**src/rtl/axi4l_regfile.sv**
```systemverilog
// AXI4-Lite slave register file: byte-strobed RW registers, live read-only inputs,
// independent read and write state machines returning OKAY/SLVERR/DECERR.
`timescale 1ns/1ps
module axi4l_regfile #(
  parameter int                            ADDR_WIDTH = 12,
  parameter int                            DATA_WIDTH = 32,
  parameter int                            NUM_REGS   = 16,
  parameter logic [NUM_REGS-1:0]            RO_MASK    = '0,
  parameter logic [NUM_REGS*DATA_WIDTH-1:0] RESET_VAL  = '0
) (
  input  logic                           aclk,
  input  logic                           aresetn,
  input  logic [ADDR_WIDTH-1:0]          awaddr,
  input  logic [2:0]                     awprot,
  input  logic                           awvalid,
  output logic                           awready,
  input  logic [DATA_WIDTH-1:0]          wdata,
  input  logic [DATA_WIDTH/8-1:0]        wstrb,
  input  logic                           wvalid,
  output logic                           wready,
  output logic [1:0]                     bresp,
  output logic                           bvalid,
  input  logic                           bready,
  input  logic [ADDR_WIDTH-1:0]          araddr,
  input  logic [2:0]                     arprot,
  input  logic                           arvalid,
  output logic                           arready,
  output logic [DATA_WIDTH-1:0]          rdata,
  output logic [1:0]                     rresp,
  output logic                           rvalid,
  input  logic                           rready,
  output logic [NUM_REGS*DATA_WIDTH-1:0] reg_out,
  input  logic [NUM_REGS*DATA_WIDTH-1:0] reg_in,
  output logic [NUM_REGS-1:0]            wr_pulse
);

  localparam int STRB_W   = DATA_WIDTH / 8;
  localparam int ADDR_LSB = $clog2(STRB_W);
  localparam int IDX_W    = ADDR_WIDTH - ADDR_LSB;
  localparam int REG_IW   = (NUM_REGS > 1) ? $clog2(NUM_REGS) : 1;
  localparam logic [IDX_W:0] NUM_REGS_C = (IDX_W + 1)'(NUM_REGS);
  localparam logic [1:0] RESP_OKAY   = 2'b00;
  localparam logic [1:0] RESP_SLVERR = 2'b10;
  localparam logic [1:0] RESP_DECERR = 2'b11;

  if (DATA_WIDTH != 32 && DATA_WIDTH != 64) begin : g_bad_width
    $error("axi4l_regfile: DATA_WIDTH must be 32 or 64");
  end

  typedef enum logic {W_IDLE, W_RESP} w_state_t;
  typedef enum logic {R_IDLE, R_DATA} r_state_t;

  w_state_t                w_state;
  r_state_t                r_state;
  logic [DATA_WIDTH-1:0]   regs     [NUM_REGS];
  logic [DATA_WIDTH-1:0]   reg_in_a [NUM_REGS];
  logic [IDX_W-1:0]        aw_idx;
  logic [DATA_WIDTH-1:0]   wdata_q;
  logic [STRB_W-1:0]       wstrb_q;
  logic                    aw_held;
  logic                    w_held;
  logic [IDX_W-1:0]        ar_idx;
  logic [REG_IW-1:0]       aw_sel;
  logic [REG_IW-1:0]       ar_sel;
  logic                    aw_hit;
  logic                    ar_hit;
  logic                    unused_bits;

  for (genvar i = 0; i < NUM_REGS; i++) begin : g_pack
    assign reg_out[i*DATA_WIDTH +: DATA_WIDTH] = regs[i];
    assign reg_in_a[i] = reg_in[i*DATA_WIDTH +: DATA_WIDTH];
  end

  assign ar_idx = araddr[ADDR_WIDTH-1:ADDR_LSB];
  assign aw_sel = aw_idx[REG_IW-1:0];
  assign ar_sel = ar_idx[REG_IW-1:0];
  assign aw_hit = {1'b0, aw_idx} < NUM_REGS_C;
  assign ar_hit = {1'b0, ar_idx} < NUM_REGS_C;
  // Protection bits and sub-word address bits carry no meaning here.
  assign unused_bits = ^{awprot, arprot, awaddr[ADDR_LSB-1:0], araddr[ADDR_LSB-1:0]};

  always_ff @(posedge aclk or negedge aresetn) begin
    if (!aresetn) begin
      w_state  <= W_IDLE;
      awready  <= 1'b0;
      wready   <= 1'b0;
      bvalid   <= 1'b0;
      bresp    <= RESP_OKAY;
      aw_held  <= 1'b0;
      w_held   <= 1'b0;
      aw_idx   <= '0;
      wdata_q  <= '0;
      wstrb_q  <= '0;
      wr_pulse <= '0;
      for (int i = 0; i < NUM_REGS; i++) regs[i] <= RESET_VAL[i*DATA_WIDTH +: DATA_WIDTH];
    end else begin
      wr_pulse <= '0;
      case (w_state)
        W_IDLE: begin
          if (aw_held && w_held) begin
            aw_held <= 1'b0;
            w_held  <= 1'b0;
            bvalid  <= 1'b1;
            w_state <= W_RESP;
            if (!aw_hit) begin
              bresp <= RESP_DECERR;
            end else if (RO_MASK[aw_sel]) begin
              bresp <= RESP_SLVERR;
            end else begin
              bresp            <= RESP_OKAY;
              wr_pulse[aw_sel] <= 1'b1;
              for (int k = 0; k < STRB_W; k++)
                if (wstrb_q[k]) regs[aw_sel][8*k +: 8] <= wdata_q[8*k +: 8];
            end
          end else begin
            if (awready && awvalid) begin
              aw_idx  <= awaddr[ADDR_WIDTH-1:ADDR_LSB];
              aw_held <= 1'b1;
              awready <= 1'b0;
            end else if (!aw_held) begin
              awready <= 1'b1;
            end
            if (wready && wvalid) begin
              wdata_q <= wdata;
              wstrb_q <= wstrb;
              w_held  <= 1'b1;
              wready  <= 1'b0;
            end else if (!w_held) begin
              wready <= 1'b1;
            end
          end
        end
        W_RESP: begin
          if (bready) begin
            bvalid  <= 1'b0;
            awready <= 1'b1;
            wready  <= 1'b1;
            w_state <= W_IDLE;
          end
        end
        default: w_state <= W_IDLE;
      endcase
    end
  end

  // Reads see pre-commit register values because regs update on the same edge.
  always_ff @(posedge aclk or negedge aresetn) begin
    if (!aresetn) begin
      r_state <= R_IDLE;
      arready <= 1'b0;
      rvalid  <= 1'b0;
      rdata   <= '0;
      rresp   <= RESP_OKAY;
    end else begin
      case (r_state)
        R_IDLE: begin
          if (arready && arvalid) begin
            arready <= 1'b0;
            rvalid  <= 1'b1;
            r_state <= R_DATA;
            if (!ar_hit) begin
              rdata <= '0;
              rresp <= RESP_DECERR;
            end else begin
              rdata <= RO_MASK[ar_sel] ? reg_in_a[ar_sel] : regs[ar_sel];
              rresp <= RESP_OKAY;
            end
          end else begin
            arready <= 1'b1;
          end
        end
        R_DATA: begin
          if (rready) begin
            rvalid  <= 1'b0;
            arready <= 1'b1;
            r_state <= R_IDLE;
          end
        end
        default: r_state <= R_IDLE;
      endcase
    end
  end

endmodule
```
**config.mk**
```make
export PLATFORM = sky130hd
export DESIGN_NAME = axi4l_regfile
export DESIGN_NICKNAME = d
export VERILOG_FILES = /design/src/rtl/axi4l_regfile.sv
export SDC_FILE = /design/constraint.sdc
export NUM_CORES = 1
export LEC_CHECK = 0
export BUFFER_PORTS_ARGS = -buffer_cell sky130_fd_sc_hd__buf_4
export CAP_MARGIN = 20
export CORE_AREA = 5 5 448 450
export DETAILED_ROUTE_END_ITERATION = 12
export DIE_AREA = 0 0 453 455
export SYNTH_ARGS = -nofsm -noshare
export SYNTH_HDL_FRONTEND = slang
export SYNTH_SLANG_ARGS = --single-unit
```
**constraint.sdc**
```tcl
create_clock -name aclk -period 3.83 [get_ports aclk]
set_input_delay 0.1915 -clock aclk [delete_from_list [all_inputs] [get_ports aclk]]
set_output_delay 0.1915 -clock aclk [all_outputs]
set_load 0.01 [all_outputs]
```
==> results_dict.tcl, run 1 <==
set metrics [dict create \
    hold_ws_ps 130 \
    fin_nets 2973 \
    dp_hpwl_mm 103 \
    grt_pass1_wl_mm 180 \
    cap_violations 0 \
    route.met2.wl_mm 63.9 \
    outcome "completed" \
    crit_fanout 12 \
    drc 0 \
    clk_latency_ps 680 \
    cp.required_ps 4370 \
    r2r_setup_slack_ps 970 \
    wl_met3_mm 12.9 \
    grtUsageTotal_pct 12.7 \
    clk_path_buf_depth 3 \
    synth_edf_count 0 \
    avgSynthCellArea_um2 16.4 \
    yosys_warnings 0 \
    cts_made_buffers 72 \
    post-cts-setup-buffers 0 \
    setup_violations 0 \
    grt_max_degree 93 \
    port_buffers 631 \
    final_util_pct 19.7 \
    maxSlewHeadroom_pct 30.2 \
    fp.dieH_um 455 \
    wire_per_inst_um 26.7 \
    leakagePower_uw 0.0189 \
    netlist_area_um2 27600 \
    dieArea_um2 206000 \
    critPathBufInv 2 \
    p_comb_share_pct 14.3 \
    critPathMaxStageDelay_ps 690 \
    rows 163 \
    maxSlewViolCount 0 \
    mostFrequentLayoutCells "buf_4 (670), dfrtp_1 (617), mux2_2 (554), mux4_2 (128), mux2i_1 (97)" \
    synth_cell_types 41 \
    timing.rr.end "reg_out[425]" \
    vias 18785 \
    cts_sinks 617 \
    highest_layer "met5" \
    ioPinCount 1154 \
    p_sw_share_pct 32.5 \
    max_freq_ghz 0.350 \
    seqPwrFrac_pct 46.6 \
    critPathTopFamily "simple AND/OR/NAND/NOR gates" \
    area_growth_pct 40.0 \
    min_path_type "in -> async" \
    syn_nets 2265 \
    layout.cells.non_filler 5091 \
    drt_wl_total_mm 136 \
    p_per_area_nw_per_um2 460 \
    die_w_um 453 \
    hold_viol 0 \
    min_period_ps 2860 \
    grt_overflow 0 \
    fin_crit_sh_pct 74.7 \
    place_congestion 0.831 \
    ant_nets 0 \
    vias_per_cell 3.69 \
    core_area_um2 196000 \
    p_int_uw 12000 \
    crit_start "aw_idx[9]" \
    htreeDepth 3 \
    path_common_cell "buf_4" \
    crit_arrival_ps 3400 \
    design_area_um2 38600 \
    root_buffer "clkbuf_16" \
    r2r_cells 6 \
    ys_seq_area_share_pct 55.9 \
    grt_pass1_vias 19713 \
    cts_tree "yes" \
    drtIter0Drc 1313 \
    final.setup.tns_ps 0 \
    clockPowerShare_pct 39.1 \
    cp-end-kind "flip-flop" \
    worst-setup-path-type "reg -> reg" \
    start_util_pct 14.1 \
    worstMarginPinSlew_ps 1050 \
    ys.flop_type "dfrtp_1" \
    cts.reportedPaths.clkPinSlew_ps 60 \
    placed_cells 4903 \
    final_layout_size_suffix_gt1_share_pct 63.4 \
    crit_chain "nor4_4 > nand4b_1 > buf_4 > nor2_2 > buf_4 > mux2_2" \
    cp_slowest_cell "nor2_2" \
    syn_inst 1680 \
    critPathLaunchType "flip-flop" \
    antenna_found_initial 22 \
    place_area_um2 35800 \
    p_sw_uw 5770 \
    synthArstFlopShare_pct 100 \
    synth_seq_cells 617 \
    reg2reg_from "aw_idx[9]" \
    vdd_drop_max_uv 344 \
    wl_met1_mm 54.9 \
    ctsResizeCount 0 \
    clock_skew_ps 33.0 \
    rsz0062_at_grt "no" \
    layout_commonest_cell "buf_4" \
    drt_first_pass_iters 5 \
]
==> per-layer routing <==
| layer | vias to the layer above | track usage, % |
|---|---|---|
| met2 | 751 | 20.6 |
| met3 | 184 | 5.21 |
| met5 | - | 0 |
| li1 | 7754 | - |
| met4 | 6 | 3.64 |
| met1 | 10090 | 15.6 |
==> power by group through the flow <==
stage / sequential, µW / clock (µW) / combinational (µW)
floorplan: 7640 / 0 / 1650
global placement: 8320 / 0 / 2550
detailed placement: 8360 / 0 / 2570
CTS: 8250 / 7180 / 2640
global route: 8370 / 7420 / 2760
finish: 8280 / 6950 / 2550
==> flip-flops by register name, indices dropped and copies added, names as in the netlist <==
name,flops
arready,1
aw_held,1
aw_idx,10
awready,1
bresp,1
bvalid,1
r_state,1
rdata,32
reg_out,512
rresp,1
rvalid,1
w_held,1
w_state,1
wdata_q,32
wr_pulse,16
wready,1
wstrb_q,4
==> worst reg2reg max path: stages (launching register included) <==
cell and delay (ps):
dfrtp_1 400, nor4_4 530, nand4b_1 170, buf_4 360, nor2_2 700, buf_4 270
mux2_2 330
==> worst max path at each step <==
stage,endpoint,slack (ps),cells after the start
final,reg_out[425],970,6
after CTS,reg_out[425],930,6
after global placement,reg_out[424],970,6
after global routing,reg_out[425],850,6
after floorplan,reg_out[192],1770,5
after detailed placement,reg_out[426],930,6
==> Yosys cell counts (7+ instances only) <==
cell type,count,area share [%]
nor2_2,21,0.48
mux2i_1,97,3.5
nor2_8,26,1.9
buf_1,9,0.12
mux4_2,128,10
nor2_1,25,0.34
buf_2,18,0.33
nor2_4,10,0.41
dfrtp_1,617,56
nand3_1,7,0.13
a22o_1,32,1.0
nand2_1,19,0.26
clkbuf_1,64,0.87
mux2_2,554,23
==> final cells by class <==
cell class	count	area, µm²
repair buffers	734	5780
multi-input cells	961	11700
flip-flops and latches	617	15400
well taps	2640	3300
clock inverters	29	325
clock buffers	99	2020
fillers	21230	158000
diodes	9	22.5
inverters	2	7.51
==> repair_timing <==
action	CTS	global route
hold buffers	51	0
setup endpoints to repair	0	0
endpoints found under the hold margin	133	0
==> logic make-up after synthesis <==
family          after synthesis  share of synthesized area (%)
compound gates               38                           1.16
flops                       617                           55.9
simple gates                140                           4.52
mux                         783                           36.7
buf+inv                     102                           1.67
==> stage by stage <==
stage / setup WS (ps) / power [µW]
2_1_floorplan: 1770 / 9290
3_3_place_gp: 970 / 10900
3_5_place_dp: 931 / 10900
4_1_cts: 929 / 18100
5_1_grt: 847 / 18500
6_report: 969 / 17800
Note: power is estimated with default switching activity, not from simulation.
==> inputs of run 2 (changes only) <==
clock period = 2.7 ns   (was 3.83 ns; I/O delays follow)
==> run 2 against run 1 <==
Against the previous run:
- sequential cell count stayed put
- clock-buffer cell count is 4 higher
- register-to-register slack worse by 790 ps
- hold slack better by 13 ps
- global-route usage hardly changed
- critical path type unchanged
- largest cell class unchanged
==> results_dict.tcl, run 2 (synthesis gave the netlist of run 1 again) <==
set metrics [dict create \
    vdd_drop_max_uv 582 \
    start_util_pct 14.1 \
    worst_hold_path.num_cells 3 \
    p_per_area_nw_per_um2 659 \
    drc 0 \
    die_w_um 453 \
    leakagePower_uw 0.0192 \
    min_path_type "in -> reg" \
    max_freq_ghz 0.396 \
    cts_made_buffers 74 \
    r2r_cells 5 \
    drtIter0Drc 1238 \
    ctsResizeCount 0 \
    grt_overflow 0 \
    cts_sinks 617 \
    clk_latency_ps 680 \
    area_growth_pct 42.5 \
    clk_path_buf_depth 3 \
    grt_pass1_vias 19844 \
    layout_commonest_cell "buf_4" \
    hold_viol 0 \
    worstMarginPinSlew_ps 768 \
    hold_ws_ps 143 \
    place_area_um2 36300 \
    cp-end-kind "flip-flop" \
    fp.dieH_um 455 \
    crit_fanout 13 \
    place_congestion 0.830 \
    design_area_um2 39300 \
    vias_per_cell 3.70 \
    ant_nets 0 \
    htreeDepth 3 \
    clock_skew_ps 42.3 \
    rows 163 \
    cp.required_ps 3230 \
    maxSlewViolCount 0 \
    antenna_found_initial 23 \
    grt_pass1_wl_mm 181 \
    dieArea_um2 206000 \
    grtUsageTotal_pct 12.7 \
    ctsHoldBuffers 54 \
    critPathLaunchType "flip-flop" \
    worst-setup-path-type "reg -> reg" \
    port_buffers 631 \
    dp_hpwl_mm 105 \
    crit_arrival_ps 3060 \
    drt_first_pass_iters 5 \
    post-cts-setup-buffers 0 \
    setup_violations 0 \
    fin_crit_sh_pct 93.5 \
    vias 18960 \
    cts.reportedPaths.clkPinSlew_ps 60 \
    min_period_ps 2530 \
    outcome "completed" \
    largest_register_ffs 512 \
    cap_violations 0 \
    ioPinCount 1154 \
    mostFrequentLayoutCells "buf_4 (672), dfrtp_1 (617), mux2_2 (554), mux4_2 (128), mux2i_1 (97)" \
    drt_wl_total_mm 136 \
    final_layout_size_suffix_gt1_share_pct 63.8 \
    grt_max_degree 107 \
    core_area_um2 196000 \
    root_buffer "clkbuf_16" \
    cts_tree "yes" \
    final.setup.tns_ps 0 \
    fin_nets 3005 \
    maxSlewHeadroom_pct 48.8 \
    wire_per_inst_um 26.6 \
    rsz0062_at_grt "no" \
]
run 2: critical path, stage by stage (launching register included):
cell and delay, ps:
dfrtp_1 420, and4bb_2 300, nand4b_1 190, buf_4 410, or2_1 660, mux2_2 400
run 2: final timing paths:
kind                                     end  startpoint  slack, ps
worst max register to register   reg_out[17]     aw_held        170
min in group asynchronous           rdata[6]     aresetn        170
worst max-delay path             reg_out[17]     aw_held        170
max in group asynchronous       reg_out[413]     aresetn       1850
worst min-delay path                rdata[0]   araddr[2]        140
worst min register to register        rvalid      rvalid        500
run 2: cell type report:
type	count	area, µm²
fillers	21175	157000
clock inverters	30	375
multi-input cells	961	11700
repair buffers	764	6340
well taps	2640	3300
clock buffers	103	2100
flip-flops and latches	617	15400
diodes	8	20.0
inverters	2	7.51
run 2: report_power, final:
group	internal [µW]	switching, µW
Combinational	1680	2130
Clock	6070	4360
Sequential	9930	1750
Total	17700	8230
run 2: through the flow:
stage,power [µW],instances,utilization [%],worst slack [ps]
floorplan,13200,1680,-,640
global placement,15500,4930,18.5,189
detailed placement,15600,4930,18.5,146
CTS,26400,5117,20.0,117
global route,27000,5119,20.0,83.0
finish,25900,5125,20.0,174
run 2: per-layer routing:
metal | track usage, % | share of wire [%] | vias to the layer above
li1 | - | - | 7840
met1 | 15.3 | 39 | 10155
met2 | 20.4 | 47 | 777
met3 | 5.29 | 9.7 | 186
met4 | 4.51 | 4.2 | 2
met5 | 0 | 0.0059 | -
